==> src/rtl/uart_pkg.sv <==
// Shared constants for the UART echo buffer: mode codes, launch FSM states, ASCII case bounds.
// Constants only; no timing or backpressure of its own.
package uart_pkg;

  localparam logic [1:0] MODE_ECHO  = 2'd0;
  localparam logic [1:0] MODE_UPPER = 2'd1;
  localparam logic [1:0] MODE_HOLD  = 2'd2;

  typedef enum logic [1:0] {
    ST_IDLE,
    ST_LAUNCH,
    ST_WAIT_BUSY,
    ST_WAIT_DONE
  } tx_state_e;

  localparam logic [7:0] ASCII_LOWER_A  = 8'h61;
  localparam logic [7:0] ASCII_LOWER_Z  = 8'h7A;
  localparam logic [7:0] ASCII_CASE_OFS = 8'h20;

  localparam int BUSY_TIMEOUT = 4;

  function automatic logic [7:0] to_upper(input logic [7:0] b);
    if (b >= ASCII_LOWER_A && b <= ASCII_LOWER_Z) begin
      return b - ASCII_CASE_OFS;
    end
    return b;
  endfunction

endpackage

==> src/rtl/sync_fifo.sv <==
// Single-clock FIFO with synchronous flush; push/pop take effect on the clock edge, head is combinational.
// Backpressure: a push while full is dropped unless a pop happens in the same cycle; pop on empty is ignored.
module sync_fifo #(
  parameter int DATA_W = 8,
  parameter int DEPTH  = 16,
  parameter int CNT_W  = $clog2(DEPTH + 1)
) (
  input  logic              clk_i,
  input  logic              rst_i,
  input  logic              flush_i,
  input  logic              push_i,
  input  logic [DATA_W-1:0] push_dat_i,
  input  logic              pop_i,
  output logic [DATA_W-1:0] pop_dat_o,
  output logic [CNT_W-1:0]  count_o,
  output logic              full_o,
  output logic              empty_o
);

  localparam int PTR_W = $clog2(DEPTH);

  logic [DATA_W-1:0] mem_q [DEPTH];
  logic [PTR_W-1:0]  wr_ptr_q, wr_ptr_d;
  logic [PTR_W-1:0]  rd_ptr_q, rd_ptr_d;
  logic [CNT_W-1:0]  count_q, count_d;
  logic              wr_en, rd_en;

  assign empty_o   = (count_q == '0);
  assign full_o    = (count_q == CNT_W'(DEPTH));
  assign count_o   = count_q;
  assign pop_dat_o = mem_q[rd_ptr_q];

  // A pop frees the slot this cycle, so a push into a full FIFO still lands.
  assign rd_en = pop_i && !empty_o && !flush_i;
  assign wr_en = push_i && !flush_i && (!full_o || pop_i);

  always_comb begin
    wr_ptr_d = wr_ptr_q;
    rd_ptr_d = rd_ptr_q;
    count_d  = count_q;
    if (flush_i) begin
      wr_ptr_d = '0;
      rd_ptr_d = '0;
      count_d  = '0;
    end else begin
      if (wr_en) wr_ptr_d = wr_ptr_q + PTR_W'(1);
      if (rd_en) rd_ptr_d = rd_ptr_q + PTR_W'(1);
      if (wr_en && !rd_en)      count_d = count_q + CNT_W'(1);
      else if (rd_en && !wr_en) count_d = count_q - CNT_W'(1);
    end
  end

  always_ff @(posedge clk_i or posedge rst_i) begin
    if (rst_i) begin
      wr_ptr_q <= '0;
      rd_ptr_q <= '0;
      count_q  <= '0;
    end else begin
      wr_ptr_q <= wr_ptr_d;
      rd_ptr_q <= rd_ptr_d;
      count_q  <= count_d;
    end
  end

  always_ff @(posedge clk_i) begin
    if (wr_en) mem_q[wr_ptr_q] <= push_dat_i;
  end

endmodule

==> src/rtl/uart_echo_buffer.sv <==
// Buffers received UART bytes and replays them to the transmitter; o_tx_dr fires 3 cycles after i_rx_done when idle.
// Backpressure: the FSM launches only when the TX is idle and mode is not hold; bytes arriving into a full FIFO are dropped and flagged sticky.
module uart_echo_buffer
  import uart_pkg::*;
#(
  parameter int DATA_W = 8,
  parameter int DEPTH  = 16,
  parameter int CNT_W  = $clog2(DEPTH + 1)
) (
  input  logic              i_clk,
  input  logic              i_reset,
  input  logic [DATA_W-1:0] i_rx_data,
  input  logic              i_rx_done,
  output logic [DATA_W-1:0] o_tx_data,
  output logic              o_tx_dr,
  input  logic              i_tx_busy,
  input  logic [1:0]        i_mode,
  input  logic              i_flush,
  output logic [DATA_W-1:0] o_disp_byte,
  output logic [CNT_W-1:0]  o_count,
  output logic              o_empty,
  output logic              o_full,
  output logic              o_overflow
);

  localparam int TMO_W = $clog2(BUSY_TIMEOUT);

  tx_state_e         state_q, state_d;
  logic [TMO_W-1:0]  tmo_q, tmo_d;
  logic              rx_vld_q;
  logic [DATA_W-1:0] rx_dat_q;
  logic [DATA_W-1:0] tx_data_q;
  logic              overflow_q, overflow_d;
  logic [DATA_W-1:0] push_dat;
  logic [DATA_W-1:0] head_dat;
  logic              pop;
  logic              tx_dr;

  // The captured byte doubles as the display byte, so it updates even when later dropped.
  always_comb begin
    push_dat = rx_dat_q;
    if (DATA_W == 8 && i_mode == MODE_UPPER) begin
      push_dat = DATA_W'(to_upper(8'(rx_dat_q)));
    end
  end

  sync_fifo #(
    .DATA_W (DATA_W),
    .DEPTH  (DEPTH),
    .CNT_W  (CNT_W)
  ) u_fifo (
    .clk_i      (i_clk),
    .rst_i      (i_reset),
    .flush_i    (i_flush),
    .push_i     (rx_vld_q),
    .push_dat_i (push_dat),
    .pop_i      (pop),
    .pop_dat_o  (head_dat),
    .count_o    (o_count),
    .full_o     (o_full),
    .empty_o    (o_empty)
  );

  always_comb begin
    state_d = state_q;
    tmo_d   = tmo_q;
    pop     = 1'b0;
    tx_dr   = 1'b0;
    case (state_q)
      ST_IDLE: begin
        if (!o_empty && !i_tx_busy && i_mode != MODE_HOLD) begin
          pop     = 1'b1;
          state_d = ST_LAUNCH;
        end
      end
      ST_LAUNCH: begin
        tx_dr   = 1'b1;
        tmo_d   = '0;
        state_d = ST_WAIT_BUSY;
      end
      ST_WAIT_BUSY: begin
        // A TX that never raises busy is assumed to have taken the byte.
        if (i_tx_busy)                                 state_d = ST_WAIT_DONE;
        else if (tmo_q == TMO_W'(BUSY_TIMEOUT - 1))    state_d = ST_IDLE;
        else                                           tmo_d   = tmo_q + TMO_W'(1);
      end
      ST_WAIT_DONE: begin
        if (!i_tx_busy) state_d = ST_IDLE;
      end
      default: state_d = ST_IDLE;
    endcase
  end

  always_comb begin
    overflow_d = overflow_q;
    if (i_flush)                              overflow_d = 1'b0;
    else if (rx_vld_q && o_full && !pop)      overflow_d = 1'b1;
  end

  always_ff @(posedge i_clk or posedge i_reset) begin
    if (i_reset) begin
      state_q    <= ST_IDLE;
      tmo_q      <= '0;
      rx_vld_q   <= 1'b0;
      rx_dat_q   <= '0;
      tx_data_q  <= '0;
      overflow_q <= 1'b0;
    end else begin
      state_q    <= state_d;
      tmo_q      <= tmo_d;
      rx_vld_q   <= i_rx_done;
      overflow_q <= overflow_d;
      if (i_rx_done) rx_dat_q  <= i_rx_data;
      if (pop)       tx_data_q <= head_dat;
    end
  end

  assign o_tx_data   = tx_data_q;
  assign o_tx_dr     = tx_dr;
  assign o_disp_byte = rx_dat_q;
  assign o_overflow  = overflow_q;

endmodule

==> config.mk <==
export PLATFORM = sky130hd
export DESIGN_NAME = uart_echo_buffer
export DESIGN_NICKNAME = d
export VERILOG_FILES = /design/src/rtl/uart_pkg.sv /design/src/rtl/sync_fifo.sv /design/src/rtl/uart_echo_buffer.sv
export SDC_FILE = /design/constraint.sdc
export NUM_CORES = 1
export LEC_CHECK = 0
export CORE_MARGIN = 8
export CORE_UTILIZATION = 35
export CTS_CLUSTER_DIAMETER = 60
export DETAILED_ROUTE_END_ITERATION = 6
export PLACE_DENSITY = 0.56
export REMOVE_ABC_BUFFERS = 1
export SLEW_MARGIN = 20
export SYNTH_ARGS = -nofsm -noshare
export SYNTH_HDL_FRONTEND = slang
export SYNTH_SLANG_ARGS = --single-unit
==> constraint.sdc <==
create_clock -name i_clk -period 3.5 [get_ports i_clk]
set_clock_uncertainty 0.1 [all_clocks]
set_input_delay 1.05 -clock i_clk [delete_from_list [all_inputs] [get_ports i_clk]]
set_output_delay 1.05 -clock i_clk [all_outputs]
set_load 0.02 [all_outputs]
==> results of run 1 <==
-- per-layer routing --
| metal | wire [um] | share of wire, % | track usage, % | vias to the layer above |
|---|---|---|---|---|
| met3 | 696 | 4.6 | 3.25 | 10 |
| met1 | 6750 | 44 | 16.7 | 1973 |
| li1 | - | - | - | 1738 |
| met2 | 7550 | 50 | 21.4 | 89 |
| met4 | 174 | 1.1 | 5.03 | 0 |
| met5 | 0 | 0 | 0 | - |
-- final cells by class --
class / instances / area, um^2
clock buffers: 20 / 457
clock inverters: 12 / 105
fillers: 1768 / 11100
inverters: 13 / 48.8
multi-input cells: 204 / 2010
flip-flops and latches: 163 / 4720
well taps: 265 / 332
repair buffers: 76 / 673
-- stage by stage --
step	total power (uW)	setup slack, ns
detailed placement	3570	-0.147
global route	5500	0.0489
global placement	3540	-0.108
CTS	5330	0.0301
finish	5270	0.265
floorplan	3060	0.0594
-- power by group through the flow --
stage	Clock (uW)	Sequential, uW	Combinational [uW]
3_3_place_gp	0	2450	1090
6_report	1750	2410	1100
5_1_grt	1870	2440	1200
3_5_place_dp	0	2460	1110
4_1_cts	1790	2420	1120
2_1_floorplan	0	2510	545
-- registers in the layout, indices dropped and copies added, names as in the netlist, 2 cells and up --
register	cells
u_fifo.mem_q	128
o_disp_byte	8
o_tx_data	8
u_fifo.count_o	5
u_fifo.rd_ptr_q	4
u_fifo.wr_ptr_q	4
state_q	2
tmo_q	2
-- worst max path at each step --
| stage | end | depth (start not counted) |
|---|---|---|
| finish | u_fifo.count_o[4]$_DFFE_PP0P_ | 10 |
| global route | u_fifo.count_o[4]$_DFFE_PP0P_ | 9 |
| CTS | o_full | 3 |
| detailed placement | u_fifo.count_o[4]$_DFFE_PP0P_ | 10 |
| global placement | u_fifo.count_o[4]$_DFFE_PP0P_ | 9 |
| floorplan | u_fifo.count_o[4]$_DFFE_PP0P_ | 8 |
-- synth_stat cells, drive strengths merged (2+ instances only) --
library cell	count
nor2	15
nand2	7
nand3	8
nor2b	5
dfrtp	35
mux4	32
nor4	3
a22o	4
or3	5
o22ai	16
a211oi	4
buf	13
o211ai	2
a21o	2
mux2	20
xnor2	2
edfxtp	128
and2	13
nand2b	4
or4	2
o21ai	8
a21oi	23
inv	13
nor3	5
ha	11
nor4b	2
clkbuf	9
-- critical path, cell delays in order --
cell             delay, ns
clkdlybuf4s50_1       0.47
nor2b_1               0.27
a211oi_4              0.05
or3_1                 0.47
ha_1                  0.34
a21oi_1               0.26
buf_4                 0.16
a22o_1                0.11
o311ai_0              0.11
a31oi_1               0.19
-- placed cells by master (no fill, tap or decap), drive strengths merged, types with 15 or more instances in the layout --
master         count
edfxtp           128
clkdlybuf4s50     37
buf               37
dfrtp             35
mux4              32
a21oi             23
clkbuf            20
mux2              20
o22ai             16
nor2              15
inv               15
-- kinds of logic after synthesis --
group                      count (synthesis)  share of synthesized area (%)
AOI/OAI and AO/OA                         66                           6.74
xor gates and xnor gates                   2                          0.254
adders and majority gates                 12                           2.29
buffers and inverters                     35                           2.36
DFF                                      163                           68.5
muxes                                     52                           13.8
and+or+nand+nor                           72                           6.05
==> out/summary.txt, run 1 <==
PortBufs: 39
Area growth syn-to-layout: 21.1%
Diode count: 0
Latest clock arrival within the worst-skew pair: 0.42 ns
Total grt overflow: 0
Fmax: 309 MHz
Most used DFF post-synth: edfxtp_1
Total Wirelength: 15.2 mm
Fin Setup TNS: 0 ns
FF-to-FF setup slack: 0.68 ns
Initial Util: 35.5%
Detailed Routing Iterations Pass 1: 4
CTS max path bufs: 2
Post-synth ARST share: 21.5%
Top cell type's share of synthesized area: 55.8%
First-pass GRT wire length: 23.6 mm
Status: completed
Number of global-route vias before repair: 3998
Reg clk slew, reported paths: 0.07 ns
Largest net degree at the start of global routing: 36
Hold Path End: o_overflow$_DFFE_PP0P_
CTS Buf Count: 17
Hold Vio Cnt, Final: 0
Crit end category: register
Worst hold path class: register to register
Relative slew slack: 40.4%
Combinational power share: 20.9%
CTS tree: built
Setup Crit Path Kind: input port to register
Final instance area: 8340 um^2
Mapped Avg Cell Area: 17.1 um^2
Number of setup buffers added after CTS: 0
Final slew viol count: 0
Cells after synthesis: 402
PD cells: 631 nW/um^2
Final setup fails: 0
DR WL/cell: 20.1 um
Final hold slack: 0.417 ns
Clock group share of total power: 33.2%
Worst Tran Pin Value: 0.893 ns
Clock tree sinks: 163
Number of synthesized flops with an enable pin: 128
Critical path arrival: 3.48 ns
Post-synth top area cell: edfxtp_1
Final Util: 43.0%
DRT iter0 DRCs: 292
Worst flop-to-flop path endpoint: u_fifo.count_o[4]$_DFFE_PP0P_
# IOs: 40
DP Cell Count: 721
CTS Hold Buffers Added: 0
Internal power: 3780 uW
Die X: 156 um
Total GRT Usage: 13.1%
Root Driver: clkbuf_16
RSZ-0062 raised after global routing: false
WP data required: 3.75 ns
Layout Nets: 502
Resized Gates After CTS: 0
Sw Pwr: 1490 uW
Mapped cell area: 6890 um^2
Hold depth: 2
Synth unique cells: 49
Vias post-DR: 3810
DP Area: 7780 um^2
Worst Reg-to-Reg Cells: 10
Dpl hpwl: 10.2 mm
Post-route ant nets: 0
Synth top area cells: edfxtp_1 56%, dfrtp_1 13%, mux4_2 10%
Vias per cell: 5.06
Layout cell share with drive strength beyond 1: 26.2%
Yosys reg bits: 163
Worst r2r src: u_fifo.count_o[0]$_DFFE_PP0P_
Flop pwr share: 45.8%
Max-Cap Viols: 0
Die area: 24400 um^2
Initial antenna violation count: 0
Ys Warns: 0
Hold Path Origin: o_overflow$_DFFE_PP0P_
Placeable Area: 19400 um^2
Seq/Total Area, Yosys: 68.5%
Die Height: 156 um
Placer Congestion: 0.745
Sw Share: 28.2%
DRC Markers: 0
Crit-path max FO: 4
Row count: 51
Critical path startpoint category: input port
H-tree levels: 4
Tmin final: 3.23 ns
Peak VDD IR: 0.377 mV
Critical Path Source: i_mode[1]
Non-Filler Instances: 753
Leakage: 0.00286 uW
Fin crit share: 92.4%
(Power assumes the default switching activity.)
==> run 2, diff against run 1 <==
CAP_MARGIN = 20   (was default)
==> results of run 2 <==
Same layout as run 1: the final DEF is identical, and so are final timing and power.
==> run 3, diff against run 2 <==
PLACE_DENSITY = default   (was 0.56)
==> run 3 against run 2 <==
First-iteration DRC count is 9.2% lower. Worst setup slack got worse by 0.12 ns. Final area grew 1.2%. Highest routed layer unchanged. Critical path depth down 7. Final cell count up 0.93%. Wire length down 3.0%. Power is 2.5% higher. Clock power increased by 6%. Worst hold slack improved by 0.037 ns. Non-clock buffer count up 7. Register-to-register slack worse by 0.13 ns. Combinational power barely moved. Largest cell class unchanged.
==> out/summary.txt, run 3 (same netlist as run 1, synthesis figures left out) <==
Number of setup buffers added after CTS: 0
Final setup fails: 0
Detailed Routing Iterations Pass 1: 4
Reg clk slew, reported paths: 0.07 ns
Setup Crit Path Kind: register to output pin
Final Util: 43.5%
DRC Markers: 0
Worst Reg-to-Reg Cells: 10
Row count: 51
Relative slew slack: 40.0%
CTS max path bufs: 2
Combinational power share: 20.9%
Dpl hpwl: 9.83 mm
Final instance area: 8440 um^2
DP Area: 7840 um^2
PD cells: 639 nW/um^2
Hold Vio Cnt, Final: 0
CTS Hold Buffers Added: 0
Total Wirelength: 14.7 mm
Total grt overflow: 0
Status: completed
Crit-path max FO: 6
DRT iter0 DRCs: 265
Fin crit share: 95.9%
Crit end category: output pin
Leakage: 0.00290 uW
Placeable Area: 19400 um^2
Root Driver: clkbuf_16
Critical Path Source: u_fifo.count_o[1]$_DFFE_PP0P_
Placer Congestion: 0.728
CTS Buf Count: 17
Latest clock arrival within the worst-skew pair: 0.42 ns
Fin Setup TNS: 0 ns
Die X: 156 um
Initial Util: 35.5%
Max-Cap Viols: 0
Crit-path cells: or4_1 > nor2_1 > clkdlybuf4s50_1
Layout Nets: 509
Worst Tran Pin Value: 0.899 ns
Worst r2r src: u_fifo.count_o[0]$_DFFE_PP0P_
Largest net degree at the start of global routing: 36
Die area: 24400 um^2
DR WL/cell: 19.4 um
FF-to-FF setup slack: 0.55 ns
Max FFs per register: 128
Vias post-DR: 3814
CP max stage cell: clkdlybuf4s50_1
PortBufs: 39
Die Height: 156 um
Sw Pwr: 1540 uW
CTS tree: built
Commonest non-fill, non-tap cell in the layout: edfxtp_1
Total GRT Usage: 12.8%
Clock group share of total power: 34.5%
Initial antenna violation count: 0
Largest stage delay on the critical path: 0.61 ns
Critical path startpoint category: register
WP data required: 2.35 ns
Critical path arrival: 2.21 ns
Number of global-route vias before repair: 4034
Diode count: 0
Peak VDD IR: 0.354 mV
# IOs: 40
Clock tree sinks: 163
Vias per cell: 5.02
WP buf/inv: 1
Sw Share: 28.6%
Final slew viol count: 0
First-pass GRT wire length: 23.2 mm
Most frequent cells in the layout: 128 x edfxtp_1, 43 x buf_4, 38 x clkdlybuf4s50_1
Largest reg by FF count: u_fifo.mem_q
Internal power: 3850 uW
Area growth syn-to-layout: 22.6%
Largest delay share family, worst path: simple AND/OR/NAND/NOR gates
Tmin final: 3.36 ns
RSZ-0062 raised after global routing: false
Fmax: 298 MHz
Post-route ant nets: 0
H-tree levels: 4
Flop pwr share: 44.5%
Layout cell share with drive strength beyond 1: 27.7%
Critical Path Stages: 3
Worst flop-to-flop path endpoint: u_fifo.count_o[4]$_DFFE_PP0P_
Crit path capture: o_empty
Worst hold path class: register to register
==> run 3: cell types whose count changed in the layout (fill, tap and decap cells not counted), moves of 2 or more <==
cell / before / now
clkinv_1: 2 / 0
clkbuf_8: 2 / 0
inv_8: 0 / 2
buf_4: 37 / 43
inv_6: 2 / 4
==> run 3: power groups by stage <==
stage | combinational [uW] | sequential [uW] | clock, uW
6_report | 1130 | 2400 | 1860
3_5_place_dp | 1140 | 2440 | 0
2_1_floorplan | 545 | 2510 | 0
5_1_grt | 1230 | 2420 | 1990
4_1_cts | 1140 | 2400 | 1910
3_3_place_gp | 1100 | 2440 | 0
==> run 3: layer usage <==
layer | GRT usage, % | share of wire [%] | vias up
li1 | - | - | 1749
met1 | 16.4 | 44 | 1955
met2 | 20.5 | 49 | 101
met3 | 3.56 | 5.9 | 9
met4 | 4.21 | 0.99 | 0
met5 | 0 | 0 | -
==> run 3: worst min-delay path by stage <==
| stage | slack [ns] | cells past startpoint | end | start |
|---|---|---|---|---|
| 2_1_floorplan | 0.40 | 1 | tmo_q[1]$_DFFE_PP0P_ | tmo_q[1]$_DFFE_PP0P_ |
| 3_3_place_gp | 0.42 | 1 | tmo_q[1]$_DFFE_PP0P_ | tmo_q[1]$_DFFE_PP0P_ |
| 3_5_place_dp | 0.42 | 2 | o_overflow$_DFFE_PP0P_ | o_overflow$_DFFE_PP0P_ |
| 4_1_cts | 0.45 | 2 | o_overflow$_DFFE_PP0P_ | o_overflow$_DFFE_PP0P_ |
| 5_1_grt | 0.47 | 1 | tmo_q[0]$_DFFE_PP0P_ | tmo_q[0]$_DFFE_PP0P_ |
| 6_report | 0.45 | 1 | tmo_q[0]$_DFFE_PP0P_ | tmo_q[0]$_DFFE_PP0P_ |
==> run 3: worst reg2reg max path, stage by stage, from the launching register on <==
cell and delay, ns:
dfrtp_1 0.37, buf_4 0.16, nor4_2 0.25, buf_4 0.19, a211oi_4 0.07, or3_1 0.46
ha_1 0.35, a21oi_1 0.23, nand3_1 0.12, o311ai_0 0.37, a31oi_1 0.14
==> run 3: what timing repair did <==
action | 4_1_cts | 5_1_grt
hold endpoints to repair | 0 | 0
endpoints found under the setup margin | 0 | 1
gates resized for setup | 0 | 1
==> run 3: cell type report <==
type,instances,area (um^2)
Fill cell,1717,11000
Sequential cell,163,4720
Multi-Input combinational cell,204,2010
Timing Repair Buffer,83,736
Clock buffer,18,429
Tap cell,265,332
Clock inverter,14,170
Inverter,13,48.8
==> run 3: per-stage QoR <==
stage | hold WS (ns) | setup slack (ns) | instances | power, uW
after floorplan | 0.401 | 0.0594 | 380 | 3060
after global routing | 0.473 | 0.0481 | 760 | 5650
after detailed placement | 0.419 | -0.213 | 728 | 3580
final | 0.454 | 0.145 | 760 | 5400
after global placement | 0.419 | -0.122 | 728 | 3540
after CTS | 0.455 | 0.0344 | 760 | 5460
==> patch: new RTL, flow settings as in run 3 <==
Register the input `i_mode` before use. The logic sees it one clock later. The other inputs are not delayed to match.
--- a/src/rtl/uart_echo_buffer.sv
+++ b/src/rtl/uart_echo_buffer.sv
@@ -25,6 +25,12 @@
 
   localparam int TMO_W = $clog2(BUSY_TIMEOUT);
 
+  logic [1:0] i_mode_q;
+
+  always_ff @(posedge i_clk) begin
+    i_mode_q <= i_mode;
+  end
+
   tx_state_e         state_q, state_d;
   logic [TMO_W-1:0]  tmo_q, tmo_d;
   logic              rx_vld_q;
@@ -39,7 +45,7 @@
   // The captured byte doubles as the display byte, so it updates even when later dropped.
   always_comb begin
     push_dat = rx_dat_q;
-    if (DATA_W == 8 && i_mode == MODE_UPPER) begin
+    if (DATA_W == 8 && i_mode_q == MODE_UPPER) begin
       push_dat = DATA_W'(to_upper(8'(rx_dat_q)));
     end
   end
@@ -68,7 +74,7 @@
     tx_dr   = 1'b0;
     case (state_q)
       ST_IDLE: begin
-        if (!o_empty && !i_tx_busy && i_mode != MODE_HOLD) begin
+        if (!o_empty && !i_tx_busy && i_mode_q != MODE_HOLD) begin
           pop     = 1'b1;
           state_d = ST_LAUNCH;
         end
Formal check against the unedited RTL: not equivalent (a bounded check fails within 4 cycles, from zero or initial values and one cycle with i_reset high).
==> patch against run 3 <==
- count of clock-buffer cells in the layout grew 2
- wire length is essentially flat
- worst setup slack lost 25 ps
- area after synthesis grew 0.44%
- sequential cell count grew 2
- final area shrank 1.1%
- power grew 2.8%
- critical path depth is the same
- largest power group unchanged
- highest routed layer unchanged
==> patch: results (changes against run 3) <==
Clk Latency, worst-skew pair -> 420 ps (about the same)
Synth Area in Compound Gates -> 6.041% (-0.70 points)
Vias in the first global route -> 4105 (+1.8%)
Pre-CTS setup slack -> -38.94 ps (+173.6 ps)
Cell Area, Placed -> 7739 sq um (-1.3%)
DPL Wire Length -> 9979 um (+1.5%)
RePlAce Congestion -> 0.8139 (+12%)
First-pass GRT wire length -> 23370 um (+0.59%)
Nets@finish -> 499 (-2.0%)
Total track usage -> 12.94% (+0.15 points)
Post-Synth Adder-Cell Area -> 2.279% (-0.0099 points)
Worst hold margin -> 431.5 ps (-22.07 ps)
Worst r2r src -> u_fifo.count_o[1]
Unique masters post-synth -> 50 (+2.0%)
WHS Path Cells -> 2 (+1)
Post-synthesis mux area share -> 13.53% (-0.26 points)
Worst Tran Pin Value -> 865.8 ps (-33.58 ps)
Seq/Total Area, Yosys -> 68.80% (+0.28 points)
Min-delay src -> o_overflow
Fill count -> 1731 (+0.82%)
Initial DRC count -> 277 (+4.5%)
Data arrival, critical path -> 2230 ps (+20 ps)
Status -> completed
Synth Area in XOR/XNOR -> 0.3798% (+0.13 points)
Synth async-reset ratio -> 21.21% (-0.26 points)
Hold EP -> o_overflow
R2R setup slack -> 680 ps (+130 ps)
Max cap viols -> 0 (unchanged)
Dominant cells by area after synthesis -> edfxtp_1, dfrtp_1, mux4_2
WL/cell -> 19.63 um (+1.4%)
Worst VDD drop -> 0.5260 mV (+49%)
Layout cells sized above 1 -> 24.33% (-3.3 points)
Post-CTS Setup Bufs -> 0 (unchanged)
Static Leak -> 0.002854 uW (-1.7%)
Vias per cell -> 5.116 (+1.9%)
Synth cell count leaders -> edfxtp_1, dfrtp_1, mux4_2
## patch: changes by cell type in the layout (fill, tap and decap cells not counted), moves of 2 or more
cell,change
buf_4,-15
clkbuf_8,+3
mux2_1,-3
clkinv_2,+2
dfxtp_1,+2
inv_6,-2
inv_8,-2
mux2i_1,+2
nand2b_1,+2
nor3_1,-2
nor4_1,+2
## patch: metrics by stage
step                      instances  total power [uW]  util, %  setup TNS (ps)
after floorplan                 385              3134        -           -1552
after global placement          718              3646    39.76               0
after detailed placement        718              3683    39.76          -38.94
after CTS                       750              5607    42.92               0
after global routing            750              5804    42.92               0
final                           750              5550    42.92               0
## patch: layout make-up
class                           instances  area [sq um]  area share [%]
Clock buffer                           20         466.7           5.587
Clock inverter                         12         148.9           1.783
Inverter                               13         48.80          0.5842
Multi-Input combinational cell        207          1976           23.65
Sequential cell                       165          4762           57.01
Tap cell                              265         331.6           3.969
Timing Repair Buffer                   68         619.3           7.415
## patch: logic make-up after synthesis
| logic type | after synthesis |
|---|---|
| compound gates | 65 |
| xor+xnor | 3 |
| fa+ha+maj | 12 |
| buf+inv | 38 |
| flops | 165 |
| mux | 51 |
| simple gates | 76 |
## patch: worst max-delay path by stage
stage	end	slack, ps	startpoint
2_1_floorplan	u_fifo.count_o[4]	-680	i_tx_busy
5_1_grt	o_empty	30	u_fifo.count_o[1]
4_1_cts	o_empty	80	u_fifo.count_o[1]
3_3_place_gp	u_fifo.count_o[4]	30	i_tx_busy
3_5_place_dp	u_fifo.count_o[4]	-40	i_tx_busy
6_report	o_empty	120	u_fifo.count_o[1]
## patch: critical path: stages, from the launching register on
cell             delay [ps]
dfrtp_1                 460
or4_4                   630
nor2_1                  110
clkdlybuf4s50_1         610
## patch: where the power goes
part,switching [uW],total [uW],internal [uW]
registers,179,2450,2270
logic,622,1180,560
clock network,741,1920,1180
total,1540,5550,4010
## patch: layer usage
| metal | global-route usage (%) | vias up | share of wire (%) |
|---|---|---|---|
| met5 | 0 | - | 0 |
| met4 | 5.217 | 0 | 1.6 |
| met3 | 3.309 | 18 | 6.2 |
| met2 | 20.88 | 116 | 48 |
| met1 | 16.35 | 1970 | 44 |
| li1 | - | 1733 | - |
## patch: timing repair
| action | 4_1_cts | 5_1_grt |
|---|---|---|
| setup endpoints to repair | 1 | 0 |
| hold buffers | 0 | 0 |
| gates resized for setup | 1 | 0 |
